`src/rtl/tdm_demux.sv`:
```
// Serial TDM demultiplexer: receive end of the TDM link. Assembles MSB-first
// slot words from a frame-synced bit stream. Each word goes to its own channel
// register, which raises a one-cycle valid strobe when it updates.

// Per-channel word register with a single-cycle update strobe.
module tdm_demux_ch #(
  parameter int WIDTH = 8
) (
  input  logic             clk,
  input  logic             rst,
  input  logic             ld,
  input  logic [WIDTH-1:0] word,
  output logic [WIDTH-1:0] data,
  output logic             valid
);

  // Capture the completed slot word; valid follows the load by one cycle.
  always_ff @(posedge clk or posedge rst) begin
    if (rst) begin
      data  <= '0;
      valid <= 1'b0;
    end else begin
      valid <= ld;
      if (ld) data <= word;
    end
  end

endmodule

module tdm_demux #(
  parameter int NUM_CH = 4,
  parameter int WIDTH  = 8
) (
  input  logic                    clk,
  input  logic                    rst,
  input  logic                    bit_en,
  input  logic                    sdi,
  input  logic                    fs,
  output logic [NUM_CH*WIDTH-1:0] ch_data,
  output logic [NUM_CH-1:0]       ch_valid,
  output logic                    frame_valid,
  output logic                    sync_err,
  output logic                    locked
);

  localparam int SW = (NUM_CH > 2) ? $clog2(NUM_CH) : 1;
  localparam int BW = (WIDTH  > 2) ? $clog2(WIDTH)  : 1;
  localparam logic [SW-1:0] SLOT_LAST = SW'(NUM_CH - 1);
  localparam logic [BW-1:0] BIT_LAST  = BW'(WIDTH - 1);

  localparam logic [0:0] HUNT = 1'b0;
  localparam logic [0:0] RUN  = 1'b1;

  logic [0:0]       state;
  logic [SW-1:0]    slot;
  logic [BW-1:0]    bitc;
  logic [WIDTH-2:0] sr;     // the bits of the current slot received so far
  logic [WIDTH-1:0] word;
  logic             at_start;
  logic             slot_done;
  logic [NUM_CH-1:0] ld;

  // The word completing on this edge includes the bit being sampled now.
  assign word     = {sr, sdi};
  assign at_start = (slot == '0) && (bitc == '0);
  // fs on a slot's last bit is an early sync, so that partial slot is dropped.
  assign slot_done = bit_en && (state == RUN) && !fs && (bitc == BIT_LAST);
  assign locked    = (state == RUN);

  genvar k;
  generate
    for (k = 0; k < NUM_CH; k++) begin : g_ch
      assign ld[k] = slot_done && (slot == SW'(k));
      tdm_demux_ch #(.WIDTH(WIDTH)) u_ch (
        .clk   (clk),
        .rst   (rst),
        .ld    (ld[k]),
        .word  (word),
        .data  (ch_data[k*WIDTH +: WIDTH]),
        .valid (ch_valid[k])
      );
    end
  endgenerate

  // Framing FSM: hunt for fs, track slot/bit position, and flag sync violations.
  always_ff @(posedge clk or posedge rst) begin
    if (rst) begin
      state       <= HUNT;
      slot        <= '0;
      bitc        <= '0;
      sr          <= '0;
      frame_valid <= 1'b0;
      sync_err    <= 1'b0;
    end else begin
      frame_valid <= 1'b0;
      sync_err    <= 1'b0;
      if (bit_en) begin
        sr <= word[WIDTH-2:0];
        if (state == HUNT) begin
          if (fs) begin
            state <= RUN;
            slot  <= '0;
            bitc  <= BW'(1);
          end
        end else if (at_start) begin
          // A frame boundary must carry fs; without it we have lost alignment.
          if (fs) begin
            bitc <= BW'(1);
          end else begin
            sync_err <= 1'b1;
            state    <= HUNT;
          end
        end else if (fs) begin
          // Early fs: drop the partial slot and restart at slot 0 bit 0.
          sync_err <= 1'b1;
          slot     <= '0;
          bitc     <= BW'(1);
        end else if (bitc == BIT_LAST) begin
          bitc <= '0;
          if (slot == SLOT_LAST) begin
            slot        <= '0;
            frame_valid <= 1'b1;
          end else begin
            slot <= slot + SW'(1);
          end
        end else begin
          bitc <= bitc + BW'(1);
        end
      end
    end
  end

endmodule

```
`config.mk`:
```
export PLATFORM = sky130hd
export DESIGN_NAME = tdm_demux
export DESIGN_NICKNAME = d
export VERILOG_FILES = /design/src/rtl/tdm_demux.sv
export SDC_FILE = /design/constraint.sdc
export NUM_CORES = 1
export LEC_CHECK = 0
export ABC_AREA = 0
export BUFFER_PORTS_ARGS = -buffer_cell sky130_fd_sc_hd__buf_4
export CAP_MARGIN = 20
export CORE_ASPECT_RATIO = 1.75
export CORE_MARGIN = 4
export CORE_UTILIZATION = 53
export DETAILED_ROUTE_END_ITERATION = 8
export PLACE_DENSITY = 0.74
export REMOVE_ABC_BUFFERS = 1
export SLEW_MARGIN = 20
export SYNTH_ARGS = -nofsm -noshare
export SYNTH_HDL_FRONTEND = slang
export SYNTH_SLANG_ARGS = --single-unit
```
`constraint.sdc`:
```
create_clock -name clk -period 2.6 [get_ports clk]
set_input_delay 0.39 -clock clk [delete_from_list [all_inputs] [get_ports clk]]
set_output_delay 0.39 -clock clk [all_outputs]
set_load 0.005 [all_outputs]
```
== Yosys cells after proc, flatten, opt, wreduce, memory -nomap -nowiden ==
Cells that the tools add are included.
Word-level totals
  bits in registers: 51
  output and inout port bits: 39
  word-level logic and storage cells: 59
Operators by class
  add/subtract/negate cells: 2
  eq/ne operators: 5
  muxes and demuxes: 24
  reduce and logical (&&, ||, !) cells: 14
Operators by type and width (number)
  3-bit 2-to-1 mux: 5
  1-bit 2-to-1 mux: 13
  2-bit 2-to-1 mux: 6
  1-bit logical AND: 8
  2-bit == test, second input constant: 2
  4-bit AND reduction: 1
  3-bit by 1-bit adder with 3-bit output, second input constant: 1
  3-bit == test, second input constant: 1
  3-bit logical NOT: 1
  3-bit nonzero test: 1
  2-bit by 1-bit adder with 2-bit output, second input constant: 1
  2-bit by 1-bit == test with 1-bit output, second input constant: 1
  2-bit logical NOT: 1
  2-bit inequality test, second input constant: 1
  2-bit nonzero test: 1
  1-bit logical NOT: 1

== Logic depth before layout (Yosys ltp) ==
Gate-level depths: netlist of run 1.
  depth in word-level cells: 7
  depth in mapped cells: 9

== Hierarchy ==
From an unflattened synthesis of run 1, not the netlist that was laid out.
Unflattened totals
  cell total of the unflattened synthesis: 148
  area total of the unflattened synthesis: 2230.9 um^2
By module, submodules not included
  tdm_demux_ch: instances 4, cells each 19, area each 360.3 um^2, seq. area each 225.2 um^2
  tdm_demux: instances 1, cells each 72, area each 789.5 um^2, seq. area each 375.4 um^2

== Worst setup path before layout of run 1 ==
Ideal clock, no wire load.
  path kind: register to register
  from: register slot[0]
  to: register slot[1]
  data arrival time: 1.835 ns
  data required time: 2.517 ns
  setup slack: 0.682 ns
  cell stages (with the launch flop): 10
  buffers on the path: 1
  period minus slack after synthesis: 1.918 ns
  cells stage by stage: dfrtp_1 -> inv_1 -> ha_1 -> and3b_1 -> buf_2 -> inv_2 -> ha_1 -> a2111oi_0 -> nand3_1 -> o21ai_0
Between the ends
  word-level cells in the longest chain between the ends: 6
Ends and longest elaborated chain
  start: declaration: line 55  | logic [SW-1:0] slot;
  start signal: assignment: line 124  | slot <= slot + SW'(1);
  2-bit by 1-bit adder with 2-bit output or 2-bit == test (tied branches): line 124, 120
  2-bit 2-to-1 mux: line 120  | if (slot == SLOT_LAST) begin
  2-bit 2-to-1 mux: line 118  | end else if (bitc == BIT_LAST) begin
  2-bit 2-to-1 mux: line 113  | end else if (fs) begin
  2-bit 2-to-1 mux: line 105  | end else if (at_start) begin
  2-bit 2-to-1 mux: line 99  | if (state == HUNT) begin
Parallel ways exist; a longest one is shown, timed or not. The select of a mux whose other input is x is not followed.
A chain may end at the register's enable or synchronous reset.

== Final worst setup path of run 1 ==
Ends and elaborated chain as after synthesis.

==> results.txt, run 1 <==
----------------------------------------------------
[Drt]
  Routed via count divided by cell count ... 5.28
  First-iteration detailed-routing DRC count ... 20
  Number of nets with antenna violations after routing ... 0
  Drt first pass iters ... 4
  Count of vias placed by the detailed router ... 1,268
  Detailed-route wire length per cell ... 16.6 um
  Final wirelength ... 3980 um
  Post-detailed-route DRC marker count ... 0

[Critical path]
  Worst R2R Start ... slot[0]
  Critical path launch point ... slot[0]
  Start-to-end type of the worst setup path ... reg -> reg
  Startpoint type of the worst setup path ... flip-flop
  Required arrival time at the worst endpoint ... 2.81 ns
  Critical path peak fanout ... 6
  Kind of end point of the critical path ... flip-flop
  Slowest cell delay on critical path ... 0.55 ns
  Data arrival time of the critical path ... 2.43 ns
  Cell chain of the critical path ... inv_1 > ha_1 > and3b_1 > inv_2 > ha_1 > a2111oi_0 > nand3_1 > o21ai_0
  Critical path's most frequent cell ... sky130_fd_sc_hd__ha_1
  Slowest cell on crit path ... sky130_fd_sc_hd__a2111oi_0

[Floorplan]
  Die span in y ... 91.8 um
  Starting Density ... 0.550
  Width of the die ... 55.9 um
  DIE AREA ... 5130 sq um
  I/O pin cnt ... 44
  Area inside the core boundary ... 3870 sq um
  # rows ... 30

[Global routing]
  All-layer global routing usage ... 0.170
  First-pass GRT wire length ... 6780 um
  Total grt overflow ... 0
  Pin count of the biggest net entering global routing ... 38
  Initial antenna violation count ... 0
  Met1 track utilization from global routing ... 0.200
  Top Usage Layer GRT ... met2
  GR Util met3 ... 0.0296
  Via count of the first global-routing pass ... 1,371
  Global routing usage on met2 ... 0.299

[Finish]
  Nets ... 204
  Fill cell total of the finished layout ... 288
  Post-route insts no fill ... 240
  Highest-count cells in the layout ignoring fill and taps ... sky130_fd_sc_hd__dfrtp_1, sky130_fd_sc_hd__buf_4, sky130_fd_sc_hd__mux2_2
  Storage element area ... 1280 sq um
  Layout overhead on the synthesized area ... 21.8%
  Non-Filler Cell Area, Final ... 2590 sq um
  Count of inserted antenna diode cells ... 0
  Final core utilization ... 0.670
  Area of combinational cells with multiple inputs ... 758 sq um
  Layout cells sized above 1 ... 0.531
  Most frequent standard cell in the layout excluding fill and tap cells ... sky130_fd_sc_hd__dfrtp_1

[Placed design]
  Post-Place Cells ... 232
  HPWL after detailed placement ... 2930 um
  Gpl congestion ... 0.777
  Post-Place Cell Area ... 2470 sq um
  Count of buffers inserted at the top-level ports ... 43

[Power and ir drop]
  P_leak ... 1.46 nW
  Pwr Density ... 780 nW/um^2
  Worst VDD drop ... 0.626 mV

[Status]
  Status ... complete, no violations

[Clock tree]
  Count of cells resized by post-cts repair ... 0
  Post-CTS setup repair buffer count ... 0
  Clock latency on the worst-skew pair ... 0.30 ns
  Clock-pin slew on the worst setup and hold paths ... 0.09 ns
  Clock tree from TritonCTS ... done
  Hold buffer count at CTS ... 0
  Sink count of the clock tree ... 51
  Htree depth ... 2
  Buffer depth of the longest clock path ... 2
  Clock root cell ... sky130_fd_sc_hd__clkbuf_8
  Number of buffers created by CTS ... 5

[Synthesis]
  Cell count after synthesis ... 148
  Synth Warn # ... 0
  Post-synthesis cell type count ... 28
  Top cells by area in the synthesized netlist ... sky130_fd_sc_hd__dfrtp_1, sky130_fd_sc_hd__mux2_2, sky130_fd_sc_hd__ha_1
  Summed instance area of the synthesized netlist ... 2130 sq um
  Number of register bits inferred by synthesis ... 51
  Cell type with the largest total area after synthesis ... sky130_fd_sc_hd__dfrtp_1
  Fraction of post-synthesis cell area in the top cell type by area ... 0.600
  Sequential-to-total area share from yosys stat ... 0.600
  Syn avg cell area ... 14.4 sq um

[Timing]
  Highest attainable clock frequency ... 451 MHz
  Final hold viol count ... 0
  Aggregate negative setup slack ... 0 ns
  Worst Hold Slack ... 0.0329 ns
  Transition time of the tightest slew-check pin ... 0.599 ns
  Tmin final ... 2.22 ns
  Unrepaired setup endpoints after global routing ... false
  Final Skew ... 0.00843 ns
  Slew Limit Fails ... 0
  Number of setup violations in the final report ... 0
  Worst relative slew slack ... 0.590
  Share of the clock period used by the worst path ... 0.853

[Min path]
  Path category of the worst min-delay check ... in -> async

[Run]
  Count of max-cap constraint violations ... 0

----------------------------------------------------
==> logic make-up after synthesis <==
| family | share of synthesized area |
|---|---|
| adder cells (fa/ha/maj) | 0.0470 |
| buffers and inverters | 0.0441 |
| AND/OR/NAND/NOR | 0.0617 |
| AO/OA/AOI/OAI | 0.0412 |
| flip-flops | 0.600 |
| multiplexers | 0.206 |
==> through the flow <==
stage / setup WS [ns] / total power [mW]
final: 0.382 / 2.02
after global routing: 0.221 / 2.15
after CTS: 0.387 / 2.04
after detailed placement: 0.381 / 1.47
after global placement: 0.596 / 1.44
after floorplan: 0.696 / 1.29
==> power by group <==
part           switching, mW  total, mW  internal [mW]
clock                  0.254      0.571          0.316
combinational          0.212      0.441          0.230
sequential             0.108       1.01          0.900
total                  0.574       2.02           1.45
==> layout make-up <==
class	instances	area share
sequential	51	0.493
multi-input combinational	77	0.293
timing repair buffer	44	0.127
clock buffer	6	0.0319
tap	48	0.0232
inverter	12	0.0174
clock inverter	2	0.0150
==> Yosys cell counts (all sizes together) <==
cell,number
a22o,2
nand3,2
and3,1
mux2,39
ha,8
inv,12
a2111oi,1
clkbuf,1
o21ai,3
nor3,1
a32o,1
nor2,3
a21o,1
and3b,1
o21a,1
a22oi,1
dfrtp,51
nand4,1
nand2,8
buf,7
a31o,1
and2,1
a21oi,1
==> registers in the layout, indices dropped and copies added (netlist names) <==
| name | count |
|---|---|
| g_ch.u_ch.data | 32 |
| sr | 7 |
| g_ch.u_ch.valid | 4 |
| bitc | 3 |
| slot | 2 |
| frame_valid | 1 |
| locked | 1 |
| sync_err | 1 |
==> metal layers <==
metal / up-vias / routed length [um]
met4: 0 / 102
li1: 590 / -
met2: 25 / 2190
met1: 645 / 1560
met5: - / 0
met3: 8 / 128
==> final timing paths <==
kind | to | slack [ns] | cells after the start
max in group asynchronous | g_ch[1].u_ch.data[0] | 1.81 | 3
worst min register to register | g_ch[3].u_ch.data[2] | 0.51 | 1
worst max-delay path | slot[1] | 0.38 | 8
worst max register to register | slot[1] | 0.38 | 8
min in group clk | sr[0] | 0.36 | 2
worst min-delay path | g_ch[0].u_ch.data[5] | 0.03 | 2
==> critical path: cells and delay by family (launching register included) <==
| family | cells | cell delay (ns) |
|---|---|---|
| compound gates | 2 | 0.66 |
| flops | 1 | 0.45 |
| simple gates | 2 | 0.43 |
| fa+ha+maj | 2 | 0.41 |
| buf+inv | 2 | 0.19 |
(Power assumes the default switching activity.)
==> inputs of run 2 (changes only) <==
- CORE_MARGIN: 4 -> unset
- CORE_UTILIZATION: 53 -> 58
- PLACE_DENSITY: 0.74 -> 0.79
- SYNTH_HIERARCHICAL: unset -> 1
- clock period: 2.6 -> 2.9 ns (I/O delays scaled with it)
==> results.txt, run 2 <==
----------------------------------------------------
[Status]
  Status ... complete, no violations

[Synthesis]
  Summed instance area of the synthesized netlist ... 2230 sq um
  Number of register bits inferred by synthesis ... 51
  Post-synthesis cell type count ... 25
  Count of flip-flops with a built-in enable after synthesis ... 0
  Most frequently used cell type in the post-synthesis netlist ... sky130_fd_sc_hd__dfrtp_1
  Most numerous cell types in the synthesized netlist ... sky130_fd_sc_hd__dfrtp_1, sky130_fd_sc_hd__mux2_4, sky130_fd_sc_hd__inv_1, sky130_fd_sc_hd__ha_1, sky130_fd_sc_hd__mux2_1
  Sequential-to-total area share from yosys stat ... 0.572
  Fraction of post-synthesis cell area in the top cell type by area ... 0.572
  Synth Warn # ... 6
  Top cells by area in the synthesized netlist ... sky130_fd_sc_hd__dfrtp_1, sky130_fd_sc_hd__mux2_4, sky130_fd_sc_hd__ha_1
  Proportion of synthesized flip-flops having asynchronous set or reset ... 1.00
  Cell type with the largest total area after synthesis ... sky130_fd_sc_hd__dfrtp_1
  Cell count after synthesis ... 148
  Leading register cell type out of synthesis ... sky130_fd_sc_hd__dfrtp_1
  Syn avg cell area ... 15.1 sq um

[Floorplan]
  Width of the die ... 48.9 um
  Starting Density ... 0.609
  Area inside the core boundary ... 3660 sq um
  Die span in y ... 84.0 um
  # rows ... 29
  I/O pin cnt ... 44
  DIE AREA ... 4110 sq um

[Timing]
  Aggregate negative setup slack ... 0 ns
  Slew Limit Fails ... 0
  Unrepaired setup endpoints after global routing ... false
  Number of setup violations in the final report ... 0
  Final Skew ... 0.00637 ns
  Final hold viol count ... 0
  Worst relative slew slack ... 0.608
  PnR worst setup slack ... 0.859 ns
  Transition time of the tightest slew-check pin ... 0.588 ns
  Highest attainable clock frequency ... 490 MHz
  Worst Hold Slack ... 0.102 ns
  Tmin final ... 2.04 ns
  Share of the clock period used by the worst path ... 0.704

[Finish]
  Nets ... 205
  Area of combinational cells with multiple inputs ... 847 sq um
  Storage element area ... 1280 sq um
  Most frequent standard cell in the layout excluding fill and tap cells ... sky130_fd_sc_hd__dfrtp_1
  Highest-count cells in the layout ignoring fill and taps ... sky130_fd_sc_hd__dfrtp_1, sky130_fd_sc_hd__buf_4, sky130_fd_sc_hd__mux2_4
  Layout overhead on the synthesized area ... 20.5%
  Layout cells sized above 1 ... 0.451
  Count of inserted antenna diode cells ... 0
  Largest register FFs ... 32
  Fill cell total of the finished layout ... 232
  Register containing the most flip-flops in the final layout ... g_ch.u_ch/data
  Leading registers by flop count ... g_ch.u_ch/data (32), sr (7), g_ch.u_ch/valid (4)

[Critical path]
  Slowest cell on crit path ... sky130_fd_sc_hd__and2_1
  Worst path bufs/invs ... 0
  Critical path peak fanout ... 9
  Cell chain of the critical path ... ha_1 > ha_1 > and4_1 > and2_1 > mux2_4
  Critical path's most frequent cell ... sky130_fd_sc_hd__ha_1
  Start-to-end type of the worst setup path ... reg -> reg
  Slowest cell delay on critical path ... 0.52 ns
  Startpoint type of the worst setup path ... flip-flop
  Data arrival time of the critical path ... 2.24 ns
  Kind of end point of the critical path ... flip-flop
  Required arrival time at the worst endpoint ... 3.10 ns
  Top delay family on crit path ... simple AND/OR/NAND/NOR gates

[Drt]
  Post-detailed-route DRC marker count ... 0
  Drt first pass iters ... 4
  Detailed-route wire length per cell ... 19.1 um
  Count of vias placed by the detailed router ... 1,320
  First-iteration detailed-routing DRC count ... 17
  Final wirelength ... 4570 um
  Number of nets with antenna violations after routing ... 0
  Routed via count divided by cell count ... 5.52

[Clock tree]
  Hold buffer count at CTS ... 0
  Post-CTS setup repair buffer count ... 0
  Clock tree from TritonCTS ... done
  Clock-pin slew on the worst setup and hold paths ... 0.09 ns
  Clock latency on the worst-skew pair ... 0.31 ns
  Sink count of the clock tree ... 51
  Buffer depth of the longest clock path ... 2
  Clock root cell ... sky130_fd_sc_hd__clkbuf_8
  Number of buffers created by CTS ... 5
  Count of cells resized by post-cts repair ... 0
  Htree depth ... 2

[Power and ir drop]
  Pwr Density ... 707 nW/um^2
  Worst VDD drop ... 0.937 mV
  P_leak ... 1.41 nW

[Global routing]
  Via count of the first global-routing pass ... 1,466
  First-pass GRT wire length ... 7530 um
  Total grt overflow ... 0
  Pin count of the biggest net entering global routing ... 16
  All-layer global routing usage ... 0.254
  Initial antenna violation count ... 0

[Placed design]
  DP Worst Slack ... 0.919 ns
  Gpl congestion ... 0.740
  Count of buffers inserted at the top-level ports ... 43
  HPWL after detailed placement ... 3330 um

[Run]
  Count of max-cap constraint violations ... 0

[Min path]
  Path category of the worst min-delay check ... in -> async

----------------------------------------------------
## run 2: worst paths after layout
check	start	end	slack, ns	depth (start not counted)
max in group asynchronous	rst	sr[1]	2.30	2
min	rst	g_ch[1].u_ch/data[2]	0.10	2
max	bitc[0]	g_ch[2].u_ch/data[4]	0.86	5
min reg2reg	g_ch[2].u_ch/data[1]	g_ch[2].u_ch/data[1]	0.52	1
min in group clk	sdi	sr[0]	0.42	2
max reg2reg	bitc[0]	g_ch[2].u_ch/data[4]	0.86	5
## run 2: stage by stage
step | utilization | total power, mW | instance area, sq um | cells
after floorplan | - | 1.15 | 2180 | 142
after global placement | 0.698 | 1.30 | 2560 | 231
after detailed placement | 0.698 | 1.34 | 2560 | 231
after CTS | 0.734 | 1.92 | 2690 | 239
after global routing | 0.734 | 2.00 | 2690 | 239
final | 0.734 | 1.90 | 2690 | 239
## run 2: worst register-to-register path, stage by stage (launching register included)
cell                      delay [ns]
sky130_fd_sc_hd__dfrtp_1        0.40
sky130_fd_sc_hd__ha_1           0.18
sky130_fd_sc_hd__ha_1           0.19
sky130_fd_sc_hd__and4_1         0.30
sky130_fd_sc_hd__and2_1         0.52
sky130_fd_sc_hd__mux2_4         0.35
## run 2: kinds of logic after synthesis
| logic type | Yosys count | share of synthesized area |
|---|---|---|
| simple gates | 16 | 0.0443 |
| fa+ha+maj | 8 | 0.0449 |
| compound gates | 14 | 0.0398 |
| flops | 51 | 0.572 |
| buf+inv | 20 | 0.0482 |
| mux | 39 | 0.251 |
## run 2: metal layers
layer / wire (um) / vias to the layer above / global-route usage
met2: 2520 / 37 / 0.436
met1: 1780 / 681 / 0.280
met5: 0 / - / 0
li1: - / 594 / -
met4: 131 / 0 / 0.144
met3: 134 / 8 / 0.0638
## run 2: cell type report
class,count,area share
Sequential cell,51,0.475
Tap cell,46,0.0214
Inverter,14,0.0195
Timing Repair Buffer,43,0.120
Clock buffer,6,0.0270
Multi-Input combinational cell,77,0.315
Clock inverter,2,0.0223
## run 2: report_power, final
part	internal (mW)	switching, mW	total (mW)	leakage [nW]
registers	0.808	0.122	0.930	0.686
logic	0.215	0.180	0.395	0.662
clock network	0.345	0.231	0.576	0.0654
total	1.37	0.533	1.90	1.41
